--- src/rtl/pacman_pkg.sv ---
// Shared types and default constants for the Pac-Man gameplay blocks.
package pacman_pkg;

  localparam int NUM_GHOSTS       = 4;
  localparam int DEF_FRIGHT_TICKS = 360;
  localparam int DEF_FLASH_TICKS  = 120;
  localparam int DEF_FLASH_PERIOD = 8;
  localparam int DEF_TIMER_W      = 10;
  localparam int COMBO_MAX        = 3;

  typedef enum logic [1:0] {
    NORMAL = 2'd0,
    FRIGHT = 2'd1,
    FLASH  = 2'd2
  } fright_state_t;

  function automatic logic [1:0] lowest_ghost(input logic [NUM_GHOSTS-1:0] v);
    lowest_ghost = '0;
    for (int i = NUM_GHOSTS - 1; i >= 0; i--) begin
      if (v[i]) lowest_ghost = 2'(i);
    end
  endfunction

endpackage

--- src/rtl/fright_timer.sv ---
// Fright down-counter advancing on tick, plus the flash half-period phase counter.
module fright_timer
  import pacman_pkg::*;
#(
  parameter int FRIGHT_TICKS = DEF_FRIGHT_TICKS,
  parameter int FLASH_TICKS  = DEF_FLASH_TICKS,
  parameter int FLASH_PERIOD = DEF_FLASH_PERIOD,
  parameter int TIMER_W      = DEF_TIMER_W
) (
  input  logic clk,
  input  logic rst_n,
  input  logic load,
  input  logic clear,
  input  logic tick,
  input  logic run,
  input  logic flashing,
  output logic expired,
  output logic in_flash,
  output logic flash
);

  logic [TIMER_W-1:0] count;
  logic [TIMER_W-1:0] count_dec;
  logic [TIMER_W-1:0] phase;
  logic               step;

  assign count_dec = count - TIMER_W'(1);
  assign step      = run & tick & ~load & ~clear & (count != '0);
  assign expired   = step & (count_dec == '0);
  assign in_flash  = step & (count_dec <= TIMER_W'(FLASH_TICKS));

  always_ff @(posedge clk or negedge rst_n) begin
    if (!rst_n) begin
      count <= '0;
      phase <= '0;
      flash <= 1'b0;
    end else if (clear) begin
      count <= '0;
      phase <= '0;
      flash <= 1'b0;
    end else if (load) begin
      count <= TIMER_W'(FRIGHT_TICKS);
      phase <= '0;
      flash <= 1'b0;
    end else if (step) begin
      count <= count_dec;
      if (expired) begin
        phase <= '0;
        flash <= 1'b0;
      end else if (!flashing && in_flash) begin
        // entering flash: start white and count a full half-period
        phase <= TIMER_W'(FLASH_PERIOD);
        flash <= 1'b1;
      end else if (flashing) begin
        if (phase == TIMER_W'(1)) begin
          phase <= TIMER_W'(FLASH_PERIOD);
          flash <= ~flash;
        end else begin
          phase <= phase - TIMER_W'(1);
        end
      end
    end
  end

endmodule

--- src/rtl/fright_controller.sv ---
// Power-pellet fright-mode FSM with ghost contact resolution (catch / eat / combo).
module fright_controller
  import pacman_pkg::*;
#(
  parameter int FRIGHT_TICKS = DEF_FRIGHT_TICKS,
  parameter int FLASH_TICKS  = DEF_FLASH_TICKS,
  parameter int FLASH_PERIOD = DEF_FLASH_PERIOD,
  parameter int TIMER_W      = DEF_TIMER_W
) (
  input  logic                  clk,
  input  logic                  rst_n,
  input  logic                  game_started,
  input  logic                  tick,
  input  logic                  pellet_collected,
  input  logic [NUM_GHOSTS-1:0] ghost_collision,
  input  logic                  level_complete,
  output logic                  fright_active,
  output logic                  fright_flash,
  output logic [NUM_GHOSTS-1:0] ghost_frightened,
  output logic                  ghost_eaten,
  output logic [1:0]            ghost_eaten_id,
  output logic [1:0]            ghost_eaten_count,
  output logic                  pacman_caught
);

  fright_state_t state, state_next;

  logic [NUM_GHOSTS-1:0] eaten_mask, mask_eff, eaten_eff, threat_vec, hit_vec;
  logic [NUM_GHOSTS-1:0] mask_next, eaten_next;
  logic [1:0]            combo, combo_eff, combo_next, eat_id, id_next, count_next;
  logic                  armed, armed_next, caught_next, eat_next;
  logic                  abort, pellet, catch_hit, eat_hit, expired, in_flash;

  assign abort     = ~game_started | level_complete;
  assign pellet    = pellet_collected & ~abort;
  // a same-cycle pellet refrightens everyone before contact is resolved
  assign mask_eff  = pellet ? '1 : ghost_frightened;
  assign eaten_eff = pellet ? '0 : eaten_mask;
  assign combo_eff = pellet ? 2'd0 : combo;

  assign threat_vec = ghost_collision & ~mask_eff & ~eaten_eff;
  assign catch_hit  = ~abort & (|threat_vec);
  assign hit_vec    = ghost_collision & mask_eff;
  assign eat_hit    = ~abort & ~catch_hit & (|hit_vec);
  assign eat_id     = lowest_ghost(hit_vec);

  assign fright_active = (state != NORMAL);

  fright_timer #(
    .FRIGHT_TICKS(FRIGHT_TICKS),
    .FLASH_TICKS (FLASH_TICKS),
    .FLASH_PERIOD(FLASH_PERIOD),
    .TIMER_W     (TIMER_W)
  ) u_timer (
    .clk     (clk),
    .rst_n   (rst_n),
    .load    (pellet),
    .clear   (abort | catch_hit),
    .tick    (tick),
    .run     (state != NORMAL),
    .flashing(state == FLASH),
    .expired (expired),
    .in_flash(in_flash),
    .flash   (fright_flash)
  );

  always_ff @(posedge clk or negedge rst_n) begin
    if (!rst_n) begin
      state             <= NORMAL;
      ghost_frightened  <= '0;
      eaten_mask        <= '0;
      combo             <= 2'd0;
      armed             <= 1'b1;
      pacman_caught     <= 1'b0;
      ghost_eaten       <= 1'b0;
      ghost_eaten_id    <= 2'd0;
      ghost_eaten_count <= 2'd0;
    end else begin
      state             <= state_next;
      ghost_frightened  <= mask_next;
      eaten_mask        <= eaten_next;
      combo             <= combo_next;
      armed             <= armed_next;
      pacman_caught     <= caught_next;
      ghost_eaten       <= eat_next;
      ghost_eaten_id    <= id_next;
      ghost_eaten_count <= count_next;
    end
  end

  always_comb begin
    state_next = state;
    if (abort || catch_hit) begin
      state_next = NORMAL;
    end else if (pellet) begin
      state_next = FRIGHT;
    end else begin
      case (state)
        NORMAL: state_next = NORMAL;
        FRIGHT: begin
          if (expired)       state_next = NORMAL;
          else if (in_flash) state_next = FLASH;
        end
        FLASH:  if (expired) state_next = NORMAL;
        default: state_next = NORMAL;
      endcase
    end
  end

  always_comb begin
    mask_next   = mask_eff;
    eaten_next  = eaten_eff;
    combo_next  = combo_eff;
    armed_next  = 1'b1;
    caught_next = 1'b0;
    eat_next    = 1'b0;
    id_next     = 2'd0;
    count_next  = 2'd0;
    if (abort) begin
      mask_next  = '0;
      eaten_next = '0;
      combo_next = 2'd0;
    end else if (catch_hit) begin
      // held contact keeps the flag low, so only the first cycle loses a life
      mask_next   = '0;
      eaten_next  = '0;
      combo_next  = 2'd0;
      armed_next  = 1'b0;
      caught_next = armed;
    end else begin
      if (eat_hit) begin
        mask_next[eat_id]  = 1'b0;
        eaten_next[eat_id] = 1'b1;
        combo_next = (combo_eff == 2'(COMBO_MAX)) ? combo_eff : combo_eff + 2'd1;
        eat_next   = 1'b1;
        id_next    = eat_id;
        count_next = combo_eff;
      end
      if (expired) begin
        mask_next  = '0;
        eaten_next = '0;
        combo_next = 2'd0;
      end
    end
  end

endmodule

--- config.mk ---
export PLATFORM = sky130hd
export DESIGN_NAME = fright_controller
export DESIGN_NICKNAME = d
export VERILOG_FILES = /design/src/rtl/pacman_pkg.sv /design/src/rtl/fright_timer.sv /design/src/rtl/fright_controller.sv
export SDC_FILE = /design/constraint.sdc
export NUM_CORES = 1
export LEC_CHECK = 0
export BUFFER_PORTS_ARGS = -buffer_cell sky130_fd_sc_hd__buf_2
export CAP_MARGIN = 40
export CELL_PAD_IN_SITES_DETAIL_PLACEMENT = 1
export CELL_PAD_IN_SITES_GLOBAL_PLACEMENT = 1
export CORE_MARGIN = 3
export CORE_UTILIZATION = 41
export DETAILED_ROUTE_END_ITERATION = 12
export PLACE_DENSITY_LB_ADDON = 0.1
export SYNTH_ARGS = -nofsm -noshare
export SYNTH_HDL_FRONTEND = slang
export SYNTH_HIERARCHICAL = 1
export SYNTH_SLANG_ARGS = --single-unit
--- constraint.sdc ---
create_clock -name clk -period 3.1 [get_ports clk]
set_clock_uncertainty 0.1 [all_clocks]
set_input_delay 0.62 -clock clk [delete_from_list [all_inputs] [get_ports clk]]
set_output_delay 0.62 -clock clk [all_outputs]
set_load 0.05 [all_outputs]
Yosys cells after proc, flatten, opt, wreduce, memory -nomap -nowiden
Cells that the tools add are included.

Register bits: 40. Input bits: 10. Output and inout bits: 12. Word-level logic and storage cells: 123.

Add/subtract/negate cells: 3. Order comparisons: 3. Equal/unequal tests: 6. Mux-type cells: 58. Bitwise gates (word level): 26. Reductions and logical operators: 15.

Operator list (number): $mux W10 (10); $mux W2 (21); $mux W4 (10); $sub A10 B1 Y10 const B (2); $and A4 B4 Y4 (4); $mux W1 (15); $not A4 Y4 (3); $and A1 B1 Y1 (10); $eq A10 B1 Y1 const B (1); $le A10 B7 Y1 const B (1); $logic_not A10 Y1 (1); $reduce_bool A10 Y1 (1); $reduce_bool A5 Y1 (2); $reduce_or A4 Y1 (2); $not A1 Y1 (6); $ne A5 B4 Y1 const B (1); $eq A2 B2 Y1 const B (2); $ne A4 B4 Y1 const B (1); $or A4 B4 Y4 (1); $pmux W2 S2 (1); $reduce_and A2 Y1 (2); $lt A2 B3 Y1 const B (1); $reduce_and A3 Y1 (1); $reduce_bool A3 Y1 (1); 9 further kinds (11).

Depth between registers and ports, before layout
Depth after elaboration: 21. Depth in mapped cells: 15. Gate-level depth less buffers: 13.

Hierarchy
Netlist, hierarchy kept.

By module, submodules not included: fright_timer (times used 1, cells an instance 185, area an instance 1562.7 µm², sequential area each 525.5 µm²); fright_controller (times used 1, cells an instance 80, area an instance 915.9 µm², sequential area each 476.7 µm²).

Least setup slack after synthesis
OpenSTA, ideal clock, no wires.

Path type: input-to-reg. Start: in game_started. End: reg u_timer.phase[0]. Library setup time: 0.125 ns. Arrival time: 3.309 ns. Data required time: 2.875 ns. Path slack: -0.434 ns. Cell stages on the path: 13. Buffers on the path: 1. Cells stage by stage: nor2b_4 > nand2_4 > clkinv_4 > buf_6 > nor4b_2 > nor4_4 > nand2_2 > or4bb_1 > nor3_1 > o21ai_2 > o21ai_2 > nor3_2 > mux2_2.

Cells in the longest elaborated chain, start to end: 21. Elaborated cells between the ends (all ways): 29. Those cells by class: mux: 7; bitwise: 17; reduce/logical: 5.

RTL lines: from (decl) (RTL line fright_controller.sv:12) `input logic game_started,`; $not A1 Y1 (*) (RTL line fright_controller.sv:34) `assign abort = ~game_started | level_complete;`; $or A1 B1 Y1 (*) (RTL line fright_controller.sv:34); $not A1 Y1 (*) (RTL line fright_controller.sv:35) `assign pellet = pellet_collected & ~abort;`; $and A1 B1 Y1 (*) (RTL line fright_controller.sv:35); via pellet (RTL line fright_controller.sv:32) `logic abort, pellet, catch_hit, eat_hit, expired, in_flash;`; $mux W4 (RTL line fright_controller.sv:37) `assign mask_eff = pellet ? '1 : ghost_frightened;`; $not A4 Y4 (RTL line fright_controller.sv:41) `assign threat_vec = ghost_collision & ~mask_eff & ~eaten_eff;`; $and A4 B4 Y4 (2 in series) (RTL line fright_controller.sv:41); [... 4 more ...]; $and A1 B1 Y1 (2 in series) (RTL line fright_timer.sv:28) `assign step = run & tick & ~load & ~clear & (count != '0);`; $and A1 B1 Y1 (RTL line fright_timer.sv:30) `assign in_flash = step & (count_dec <= TIMER_W'(FLASH_TICKS));`; $logic_and A1 B1 Y1 (RTL line fright_timer.sv:50) `end else if (!flashing && in_flash) begin`; $mux W10 (RTL line fright_timer.sv:50); $mux W10 (RTL line fright_timer.sv:47) `if (expired) begin`; $mux W10 (RTL line fright_timer.sv:45) `end else if (step) begin`; $mux W10 (RTL line fright_timer.sv:41) `end else if (load) begin`; $mux W10 (RTL line fright_timer.sv:37) `end else if (clear) begin`; to (signal assigned) (RTL line fright_timer.sv:52) `phase <= TIMER_W'(FLASH_PERIOD);`; to (signal assigned) (RTL line fright_timer.sv:56) `phase <= TIMER_W'(FLASH_PERIOD);`; to (signal assigned) (RTL line fright_timer.sv:59) `phase <= phase - TIMER_W'(1);`; to (decl) (RTL line fright_timer.sv:24) `logic [TIMER_W-1:0] phase;`.

The timed path passes the listed nets; every way through them passes the cells marked *. The select of a mux whose other input is x is not followed. A chain may end at the register's enable or synchronous reset.

Worst setup path after layout
Start: in level_complete. End: reg u_timer.phase[1].

Cells in the longest elaborated chain, start to end: 20. Elaborated cells between the ends (all ways): 28. Those cells by class: mux: 7; bitwise: 16; reduce/logical: 5.

RTL lines: from (decl) (RTL line fright_controller.sv:16) `input logic level_complete,`; $or A1 B1 Y1 (*) (RTL line fright_controller.sv:34); $not A1 Y1 (RTL line fright_controller.sv:35, fright_controller.sv:42); $and A1 B1 Y1 (RTL line fright_controller.sv:35); $mux W4 (RTL line fright_controller.sv:37); $not A4 Y4 (RTL line fright_controller.sv:41); $and A4 B4 Y4 (2 in series) (RTL line fright_controller.sv:41); $reduce_or A4 Y1 (RTL line fright_controller.sv:42) `assign catch_hit = ~abort & (|threat_vec);`; $and A1 B1 Y1 (RTL line fright_controller.sv:42); [... 2 more ...]; $and A1 B1 Y1 (2 in series) (RTL line fright_timer.sv:28); $and A1 B1 Y1 (RTL line fright_timer.sv:30); $logic_and A1 B1 Y1 (RTL line fright_timer.sv:50); $mux W10 (RTL line fright_timer.sv:50); $mux W10 (RTL line fright_timer.sv:47); $mux W10 (RTL line fright_timer.sv:45); $mux W10 (RTL line fright_timer.sv:41); $mux W10 (RTL line fright_timer.sv:37).

Mark *: on every way between the ends. The rest lies on a longest branch, timed or not. The select of a mux whose other input is x is not followed.

==> out/results.ini <==
[run_status]
status = finished with violations
violations = negative setup slack

[global_routing]
grt_first_pass_wirelength_um = 11850
grt-ovfl-total = 0
grt_pass1_vias = 2409
grt_usage_pct = 20.34
grt_start_max_net_pins = 25
antenna_found_initial = 0

[route]
ant_nets = 0
via_count = 2208
first_pass_iters = 4
viasPerCell = 5.647
wl_per_cell_um = 17.53
drcViolationCount = 0
wl_um = 6854
drt-initial-drc-count = 75

[worst_setup_path]
setup.worst_path.start_class = input port
required_ps = 3220
critical_path_class = input port to register
cpPeakStageDelay_ps = 550
critPathArrivalTime_ps = 3280
setup.worst_path.end_class = register
cp_cell_sequence = buf_6, nor2b_4, nand2_4, clkinv_4, nor4b_4, nor4_4, nand2_2, or4bb_4, a41o_1, nand2_2, o41ai_4, a21o_1, or4_1, o21ai_1
slowest_stage = or4bb_4
cp_common_cell = nand2_2
worstPathMaxFanout = 6

[place]
place_hpwl_um = 4919
place.gp.congestion = 0.7809
dpl_cell_area_um2 = 2942
port_buffers = 21

[cells_and_area]
diodes = 0
fillers = 660
multi_input_area_um2 = 1471
utilization_pct = 56.42
fin_nets = 333
syn2layout_area_growth_pct = 29.18
final_cell_area_um2 = 3202
regArea_um2 = 1002
drive_gt1_share_pct = 34.17

[timing]
finalSetupViolCount = 5
setup-tns-final_ps = -244.7
tightest_slew_ps = 541.6
worst_slack_ps = -60.73
rsz0062_at_grt = true
maxSlewViolCount = 0
finalHoldViolCount = 0
final.period_utilization_pct = 102.0
finalCriticalPeriod_ps = 3161
relSlewSlack_pct = 63.39
max_freq_mhz = 316.4

[synth]
synth_edf_count = 0
seq_area_frac_synth_pct = 40.43
synthFlopType = dfrtp_1
synthesis.area_um2 = 2479
async_flop_share_pct = 100.0
synth.area.top_cells = dfrtp_1 39%, nor2_1 5.8%, nand2_1 2.7%, o21ai_0 2.6%, ha_1 2.5%
syn_avg_cell_area_um2 = 9.353
synth.distinct_cells = 63
synth_top_cell_area_share_pct = 39.37
ys_warn_count = 6
syn_inst = 265
synth_top_area_cell = dfrtp_1
yosysMostFrequentCell = dfrtp_1
synth_nets = 280
synth-seq-cells = 40
yosys-top-cells-count = 39 x dfrtp_1, 38 x nor2_1, 18 x nand2_1

[clock_tree]
ctsHtreeMaxLevel = 2
cts_buffer_depth = 2
cts_tree = yes
hold_buffers = 0
cts_num_sinks = 40
clk_latency_ps = 290
clock-root-buffer = clkbuf_8
cts.clk_slew.worst_paths_ps = 90
cts_buffers = 5

[floorplan]
start_util_pct = 43.67
die_area_um2 = 7014
ioPinCount = 22
dieHeight_um = 83.75
die_w_um = 83.75
rows = 27
core_area_um2 = 5675

[power]
vdd_drop_max_uv = 173.2
leakage_nw = 1.442
power_density_nw_per_um2 = 354.9

[run]
drv_cap = 0

[min_path]
hold_path_class = input port to async pin

-- metrics by stage --
step                      hold slack [ps]  power, mW  std cells  setup WS [ps]
after CTS                           166.6      1.142        390         -54.78
after global placement              359.5     0.6532        376         -272.7
after floorplan                     224.4     0.6083        265         -369.6
final                               160.8      1.136        391         -60.73
after global routing                176.9      1.181        391         -236.9
after detailed placement            365.6     0.6582        377         -354.0
-- worst max-delay path, delay by kind of cell --
| family | cells | cell delay [ps] |
|---|---|---|
| buffers and inverters | 2 | 170 |
| AOI/OAI and AO/OA | 4 | 660 |
| and+or+nand+nor | 8 | 1830 |
-- routing by layer --
| layer | share of wire, % | global-route usage [%] | vias up |
|---|---|---|---|
| li1 | - | - | 1073 |
| met1 | 46 | 25.56 | 1095 |
| met2 | 51 | 37.02 | 34 |
| met3 | 2.3 | 3.060 | 6 |
| met4 | 0.73 | 3.801 | 0 |
| met5 | 0 | 0 | - |
-- report_power, final --
| part | leakage [nW] | total, mW | switching [mW] | internal [mW] |
|---|---|---|---|---|
| sequential | 0.553 | 0.531 | 0.00414 | 0.527 |
| clock | 0.0645 | 0.479 | 0.195 | 0.284 |
| combinational | 0.824 | 0.126 | 0.0711 | 0.0548 |
| total | 1.44 | 1.14 | 0.270 | 0.866 |
-- kinds of logic after synthesis --
group	synth area share (%)
xor+xnor	2.121
simple gates	28.42
buf+inv	5.300
flops	40.43
compound gates	20.75
fa+ha+maj	2.524
mux	0.4543
-- layout make-up --
cell class              count  share of cell area (%)
flip-flops and latches     40                   31.30
repair buffers             58                   14.42
clock buffers               7                   3.009
inverters                  12                   1.563
well taps                  72                   2.814
multi-input cells         201                   45.96
clock inverters             1                  0.9379
-- final timing paths --
path	end	from	cells after the start	slack, ps
max in group asynchronous	armed	rst_n	2	2190
hold / removal	u_timer/count[1]	rst_n	1	160
hold reg to reg	pacman_caught	armed	2	380
setup / recovery	u_timer/phase[1]	level_complete	14	-60
min in group clk	pacman_caught	armed	2	380
setup reg to reg	u_timer/flash	u_timer/count[1]	14	110
-- cells in the final DEF, fill, tap and decap left out, types with 4 or more instances in the layout --
cell type / n
nand2_1: 17
inv_1: 11
nand3_1: 5
o31ai_1: 7
ha_1: 5
buf_2: 19
o21ai_1: 5
clkbuf_8: 7
nor3_1: 4
buf_12: 5
nor4_1: 4
nor2b_1: 5
nor2_1: 36
dfrtp_1: 39
a22o_1: 7
nor3_2: 6
buf_4: 31
or3_1: 5
o21ai_0: 12
a21oi_1: 10
-- registers in the layout (all words and copies together), names as in the netlist, 2 cells and up --
| name | count |
|---|---|
| combo | 2 |
| ghost_eaten_count | 2 |
| state | 2 |
| eaten_mask | 4 |
| u_timer/count | 10 |
| u_timer/phase | 10 |
| ghost_frightened | 4 |
| ghost_eaten_id | 2 |
-- repair_timing --
action | in CTS | in global routing
pin swaps | 1 | 4
gates resized for setup | 9 | 8
gates cloned | 0 | 0
setup buffers | 5 | 1
endpoints found under the setup margin | 9 | 26
No activity file was read; power rests on OpenSTA's default activity.
